$ cat src/rtl/axi_rd_arbiter_pkg.sv
// axi_rd_arbiter_pkg: shared FSM state and read-type encodings for the AXI read arbiter
//   state_t    : IDLE (free), REQ (request presented to bridge), WAIT (collecting return beats)
//   rd_type_t  : request size codes carried on the rd_type buses
//   onehot2()  : maps a port index to a one-hot 2-bit grant
package axi_rd_arbiter_pkg;

    typedef enum logic [1:0] {
        ST_IDLE = 2'd0,
        ST_REQ  = 2'd1,
        ST_WAIT = 2'd2
    } state_t;

    typedef enum logic [1:0] {
        RD_WORD    = 2'b00,
        RD_LINE128 = 2'b01,
        RD_LINE256 = 2'b10
    } rd_type_t;

    localparam int NUM_PORTS = 2;

    function automatic logic [NUM_PORTS-1:0] onehot2(input logic sel);
        return sel ? 2'b10 : 2'b01;
    endfunction

endpackage

$ cat src/rtl/axi_rd_arbiter_rr_arb2.sv
// axi_rd_arbiter_rr_arb2: two-way arbiter, round-robin or fixed priority (port 1 wins)
//   clk, resetn : clock and asynchronous active-low reset
//   req[1:0]    : requests from port 0 (icache) and port 1 (dcache)
//   mode        : 0 = round-robin, 1 = fixed priority to port 1
//   upd, last   : on upd the pointer moves to favour the port that was not 'last'
//   grant[1:0]  : one-hot grant, zero when nobody requests
module axi_rd_arbiter_rr_arb2
    import axi_rd_arbiter_pkg::*;
(
    input  logic       clk,
    input  logic       resetn,
    input  logic [1:0] req,
    input  logic       mode,
    input  logic       upd,
    input  logic       last,
    output logic [1:0] grant
);

    // 0 favours port 0, 1 favours port 1
    logic ptr;

    always_ff @(posedge clk or negedge resetn) begin
        if (!resetn)
            ptr <= 1'b0;
        else if (upd)
            ptr <= ~last;
    end

    // Ties resolved by pointer (or forced to port 1); a lone requester always wins
    always_comb
        grant = (&req) ? onehot2(mode | ptr) : req;

endmodule

$ cat src/rtl/axi_rd_arbiter.sv
// axi_rd_arbiter: shares one AXI read request/return channel between icache (m0) and dcache (m1)
//   clk, resetn                    : clock and asynchronous active-low reset
//   mN_rd_req/type/addr            : read request from port N, held until mN_rd_rdy
//   mN_rd_rdy                      : request of port N accepted this cycle (combinational)
//   mN_ret_valid/half/data         : return beat for port N; half=1 intermediate, 0 final
//   axi_rd_req/type/addr           : request toward the bridge, fields latched at grant
//   axi_rd_rdy                     : bridge accepts the pending request
//   axi_ret_valid/half/data        : return beats from the bridge
//   arb_err                        : sticky, a return beat arrived with no transaction waiting
module axi_rd_arbiter
    import axi_rd_arbiter_pkg::*;
#(
    parameter int ADDR_W   = 32,
    parameter int DATA_W   = 256,
    parameter int ARB_MODE = 0
) (
    input  logic              clk,
    input  logic              resetn,
    input  logic              m0_rd_req,
    input  logic [1:0]        m0_rd_type,
    input  logic [ADDR_W-1:0] m0_rd_addr,
    output logic              m0_rd_rdy,
    output logic              m0_ret_valid,
    output logic              m0_ret_half,
    output logic [DATA_W-1:0] m0_ret_data,
    input  logic              m1_rd_req,
    input  logic [1:0]        m1_rd_type,
    input  logic [ADDR_W-1:0] m1_rd_addr,
    output logic              m1_rd_rdy,
    output logic              m1_ret_valid,
    output logic              m1_ret_half,
    output logic [DATA_W-1:0] m1_ret_data,
    output logic              axi_rd_req,
    output logic [1:0]        axi_rd_type,
    output logic [ADDR_W-1:0] axi_rd_addr,
    input  logic              axi_rd_rdy,
    input  logic              axi_ret_valid,
    input  logic              axi_ret_half,
    input  logic [DATA_W-1:0] axi_ret_data,
    output logic              arb_err
);

    state_t     state;
    logic       owner;
    logic [1:0] grant;
    logic       fin;

    assign fin = (state == ST_WAIT) && axi_ret_valid && !axi_ret_half;

    axi_rd_arbiter_rr_arb2 u_arb (
        .clk    (clk),
        .resetn (resetn),
        .req    ({m1_rd_req, m0_rd_req}),
        .mode   (ARB_MODE != 0),
        .upd    (fin),
        .last   (owner),
        .grant  (grant)
    );

    // Accept handshakes and return steering; rdy is masked during reset so every output reads 0
    always_comb begin
        m0_rd_rdy    = resetn && (state == ST_IDLE) && grant[0];
        m1_rd_rdy    = resetn && (state == ST_IDLE) && grant[1];
        m0_ret_valid = (state == ST_WAIT) && axi_ret_valid && !owner;
        m1_ret_valid = (state == ST_WAIT) && axi_ret_valid && owner;
        m0_ret_half  = m0_ret_valid && axi_ret_half;
        m1_ret_half  = m1_ret_valid && axi_ret_half;
        m0_ret_data  = axi_ret_data;
        m1_ret_data  = axi_ret_data;
    end

    always_ff @(posedge clk or negedge resetn) begin
        if (!resetn) begin
            state       <= ST_IDLE;
            owner       <= 1'b0;
            axi_rd_req  <= 1'b0;
            axi_rd_type <= 2'b00;
            axi_rd_addr <= '0;
            arb_err     <= 1'b0;
        end else begin
            if (axi_ret_valid && state != ST_WAIT)
                arb_err <= 1'b1;
            case (state)
                ST_IDLE: if (|grant) begin
                    owner       <= grant[1];
                    axi_rd_type <= grant[1] ? m1_rd_type : m0_rd_type;
                    axi_rd_addr <= grant[1] ? m1_rd_addr : m0_rd_addr;
                    axi_rd_req  <= 1'b1;
                    state       <= ST_REQ;
                end
                ST_REQ: if (axi_rd_rdy) begin
                    axi_rd_req <= 1'b0;
                    state      <= ST_WAIT;
                end
                ST_WAIT: if (fin)
                    state <= ST_IDLE;
                default: begin
                    axi_rd_req <= 1'b0;
                    state      <= ST_IDLE;
                end
            endcase
        end
    end

endmodule

$ cat config.mk
export PLATFORM = sky130hd
export DESIGN_NAME = axi_rd_arbiter
export DESIGN_NICKNAME = d
export VERILOG_FILES = /design/src/rtl/axi_rd_arbiter_pkg.sv /design/src/rtl/axi_rd_arbiter_rr_arb2.sv /design/src/rtl/axi_rd_arbiter.sv
export SDC_FILE = /design/constraint.sdc
export NUM_CORES = 1
export LEC_CHECK = 0
export CORE_AREA = 2 2 344 346
export CTS_BUF_LIST = sky130_fd_sc_hd__clkbuf_16
export CTS_CLUSTER_SIZE = 25
export DETAILED_ROUTE_END_ITERATION = 7
export DIE_AREA = 0 0 346 348
export PLACE_DENSITY = 0.3
export SYNTH_ARGS = -nofsm -noshare
export SYNTH_HDL_FRONTEND = slang
export SYNTH_HIERARCHICAL = 1
export SYNTH_SLANG_ARGS = --single-unit
$ cat constraint.sdc
create_clock -name clk -period 2.15 [get_ports clk]
set_input_delay 0.215 -clock clk [delete_from_list [all_inputs] [get_ports clk]]
set_output_delay 0.215 -clock clk [all_outputs]
set_load 0.05 [all_outputs]
==> summary.md <==
| Metric | Value |
|---|---|
| Clk Latency, worst-skew pair | 310 ps |
| Final WL | 30.91 mm |
| Number of distinct library cells after synthesis | 26 |
| Setup_tns | 0 ps |
| Vias in the first global route | 2725 |
| Storage cell area | 1001 um2 |
| Clock-pin transition on the worst setup and hold timing paths | 60 ps |
| Fin. Hold Viols | 0 |
| Max VDD drop | 604.2 uV |
| Tmin final | 1834 ps |
| Die Span Y | 348 um |
| Area grow syn2layout | -9.561% |
| Placer congestion estimate | 0.6399 |
| Sink Count | 40 |
| Hold path startpoint | axi_ret_data[28] |
| CP bufs+invs | 1 |
| Unrepaired setup endpoints after global routing | false |
| Root buffer cell | clkbuf_16 |
| Mapped Area | 5981 um2 |
| Htree depth | 2 |
| Leading cell type in the layout, fill and taps excluded | clkdlybuf4s50_1 |
| Max transition margin | 0.5955 |
| First-pass GRT wire length | 37.25 mm |
| Max-slew violations | 0 |
| WS Path Type | flip-flop to primary output |
| Post-layout util | 0.04624 |
| Vias/cell | 1.297 |
| DRT Pass-1 Iters | 3 |
| CP cell instances | nor2b_1 > nand2_1 > nor3b_1 > buf_12 |
| Grt ovf | 0 |
| Synth warn | 6 |
| Area leader, netlist | buf_4 |
| CTS Hold Bufs | 1 |
| Post-CTS setup buffer count | 0 |
| Hold path depth | 0 |
| Max-cap viol count | 0 |
| Crit end category | primary output |
| Slew at the pin closest to its max-slew limit | 604.9 ps |
| P_leak | 1.518 nW |
| Nets | 599 |
| Critical path startpoint | state[1] |
| PortBufs | 116 |
| CP Max Fanout | 6 |
| Crit path max-delay family | simple AND/OR/NAND/NOR gates |
| Seq cells post-synth | 40 |
| Worst Hold Slack | 430.0 ps |
| Initial antenna violation count | 0 |
| Worst path max stage delay | 430 ps |
| Worst r2r path cells | 5 |
| Multi-input gate area | 1056 um2 |
| Sequential area share after synthesis | 0.1674 |
| Gr usage total | 0.04856 |
| Gate Count Post-Synth | 657 |
| Crit path max-delay cell type | dfrtp_1 |
| CTS tree | yes |
| Largest net degree at the start of global routing | 27 |
| Die W | 346 um |
| Layout cells sized above 1 | 0.3383 |
| Max Clock Skew | 11.26 ps |
| Inserted Clock Buffers | 5 |
| Initial Util | 0.05113 |
| Avg Cell Area, Syn | 9.103 um2 |
| PostCTS Resize Cnt | 0 |
| WL/cell | 17.13 um |
| Top post-synthesis cells by area | buf_4, dfrtp_1, mux2_2 |
| Row count | 126 |
| IO Pins | 885 |
| Maximum clock path buffer count | 2 |
| Most frequent cells in the layout | clkdlybuf4s50_1, mux2_2, dfrtp_1 |
| Crit path DAT | 1620 ps |
| Hold crit path type | input port to primary output |
| Starting DRT DRC Count | 110 |
| Vias | 2341 |
| # setup viols final | 0 |
| Worst R2R Start | u_arb/ptr |
| DP HPWL | 27.51 mm |
| WP data required | 1930 ps |
| PwrDens | 1042 nW/um2 |
| Critical Path Start Type | flip-flop |
| Status | completed |
| CP Depth | 4 |
| Diodes inserted | 0 |
| Core Area | 117000 um2 |
| Filler instances | 13860 |
| # DRC | 0 |
| Period utilisation layout | 0.8529 |
| Max Freq | 545.3 MHz |
| Synth top area share | 0.6427 |
| Post-DRT Antenna Nets | 0 |
| Die area | 120400 um2 |
[registers in the layout, indices dropped and copies added, names as in the netlist]
| name | count |
|---|---|
| state | 2 |
| axi_rd_type | 2 |
| axi_rd_addr | 32 |
| axi_rd_req | 1 |
| owner | 1 |
| arb_err | 1 |
| u_arb/ptr | 1 |
[where the power goes]
group	switching (mW)	internal [mW]
registers	0.263	1.14
clock network	0.364	0.430
logic	1.94	1.50
[synthesized netlist by cell type]
master,number
buf_12,2
nand2b_1,1
o21ai_1,1
o21a_1,1
nand3b_1,1
mux2i_1,1
a21boi_1,1
inv_1,1
nor2_2,1
and2_1,2
mux2_2,40
dfrtp_1,40
a22o_1,1
nor2b_1,2
buf_8,1
conb_1,1
buf_2,3
a21o_1,3
mux2_4,28
nor2_1,4
o21ai_0,2
nand2_1,2
and3_1,3
buf_4,512
nor3b_1,1
buf_6,2
[final cells by class]
class	count	share of cell area
Clock buffer	5	0.02313
Clock inverter	3	0.003238
Inverter	1	0.0006940
Multi-Input combinational cell	97	0.1952
Sequential cell	40	0.1851
Tap cell	1536	0.3553
Timing Repair Buffer	123	0.2373
[cell families (layout without fill, tap and decap cells)]
family                 count (synthesis)  in the layout  share of synthesized area
buffers and inverters                521            132                     0.6588
multiplexers                          69             69                     0.1473
flip-flops                            40             40                     0.1674
AND/OR/NAND/NOR                       17             17                    0.01569
AO/OA/AOI/OAI                          9              9                    0.01025
other                                  1              2                  0.0006270
[path summary, 6_finish.rpt]
path	endpoint	slack, ps
max	m0_ret_half	320
min	m0_ret_data[28]	430
max reg2reg	axi_rd_addr[12]	440
min reg2reg	arb_err	460
max in group asynchronous	axi_rd_addr[24]	1340
min in group asynchronous	axi_rd_addr[14]	460
[layer usage]
layer / vias up / share of wire / GRT usage / wire (um)
met4: 2 / 0.067 / 0.03173 / 2079
met2: 603 / 0.44 / 0.07368 / 13470
li1: 757 / - / - / -
met1: 856 / 0.18 / 0.02522 / 5586
met5: - / 0.0052 / 0.01321 / 162
met3: 123 / 0.31 / 0.06907 / 9612
[through the flow]
step | instances | total power, mW | area [um2] | worst slack (ps)
2_1_floorplan | 658 | 6.271 | 5984 | 127.5
3_3_place_gp | 1796 | 4.906 | 5256 | 160.0
3_5_place_dp | 1796 | 4.887 | 5256 | 134.9
4_1_cts | 1805 | 5.777 | 5409 | 260.6
5_1_grt | 1805 | 5.956 | 5409 | 129.3
6_report | 1805 | 5.634 | 5409 | 316.3
(Power assumes the default switching activity.)
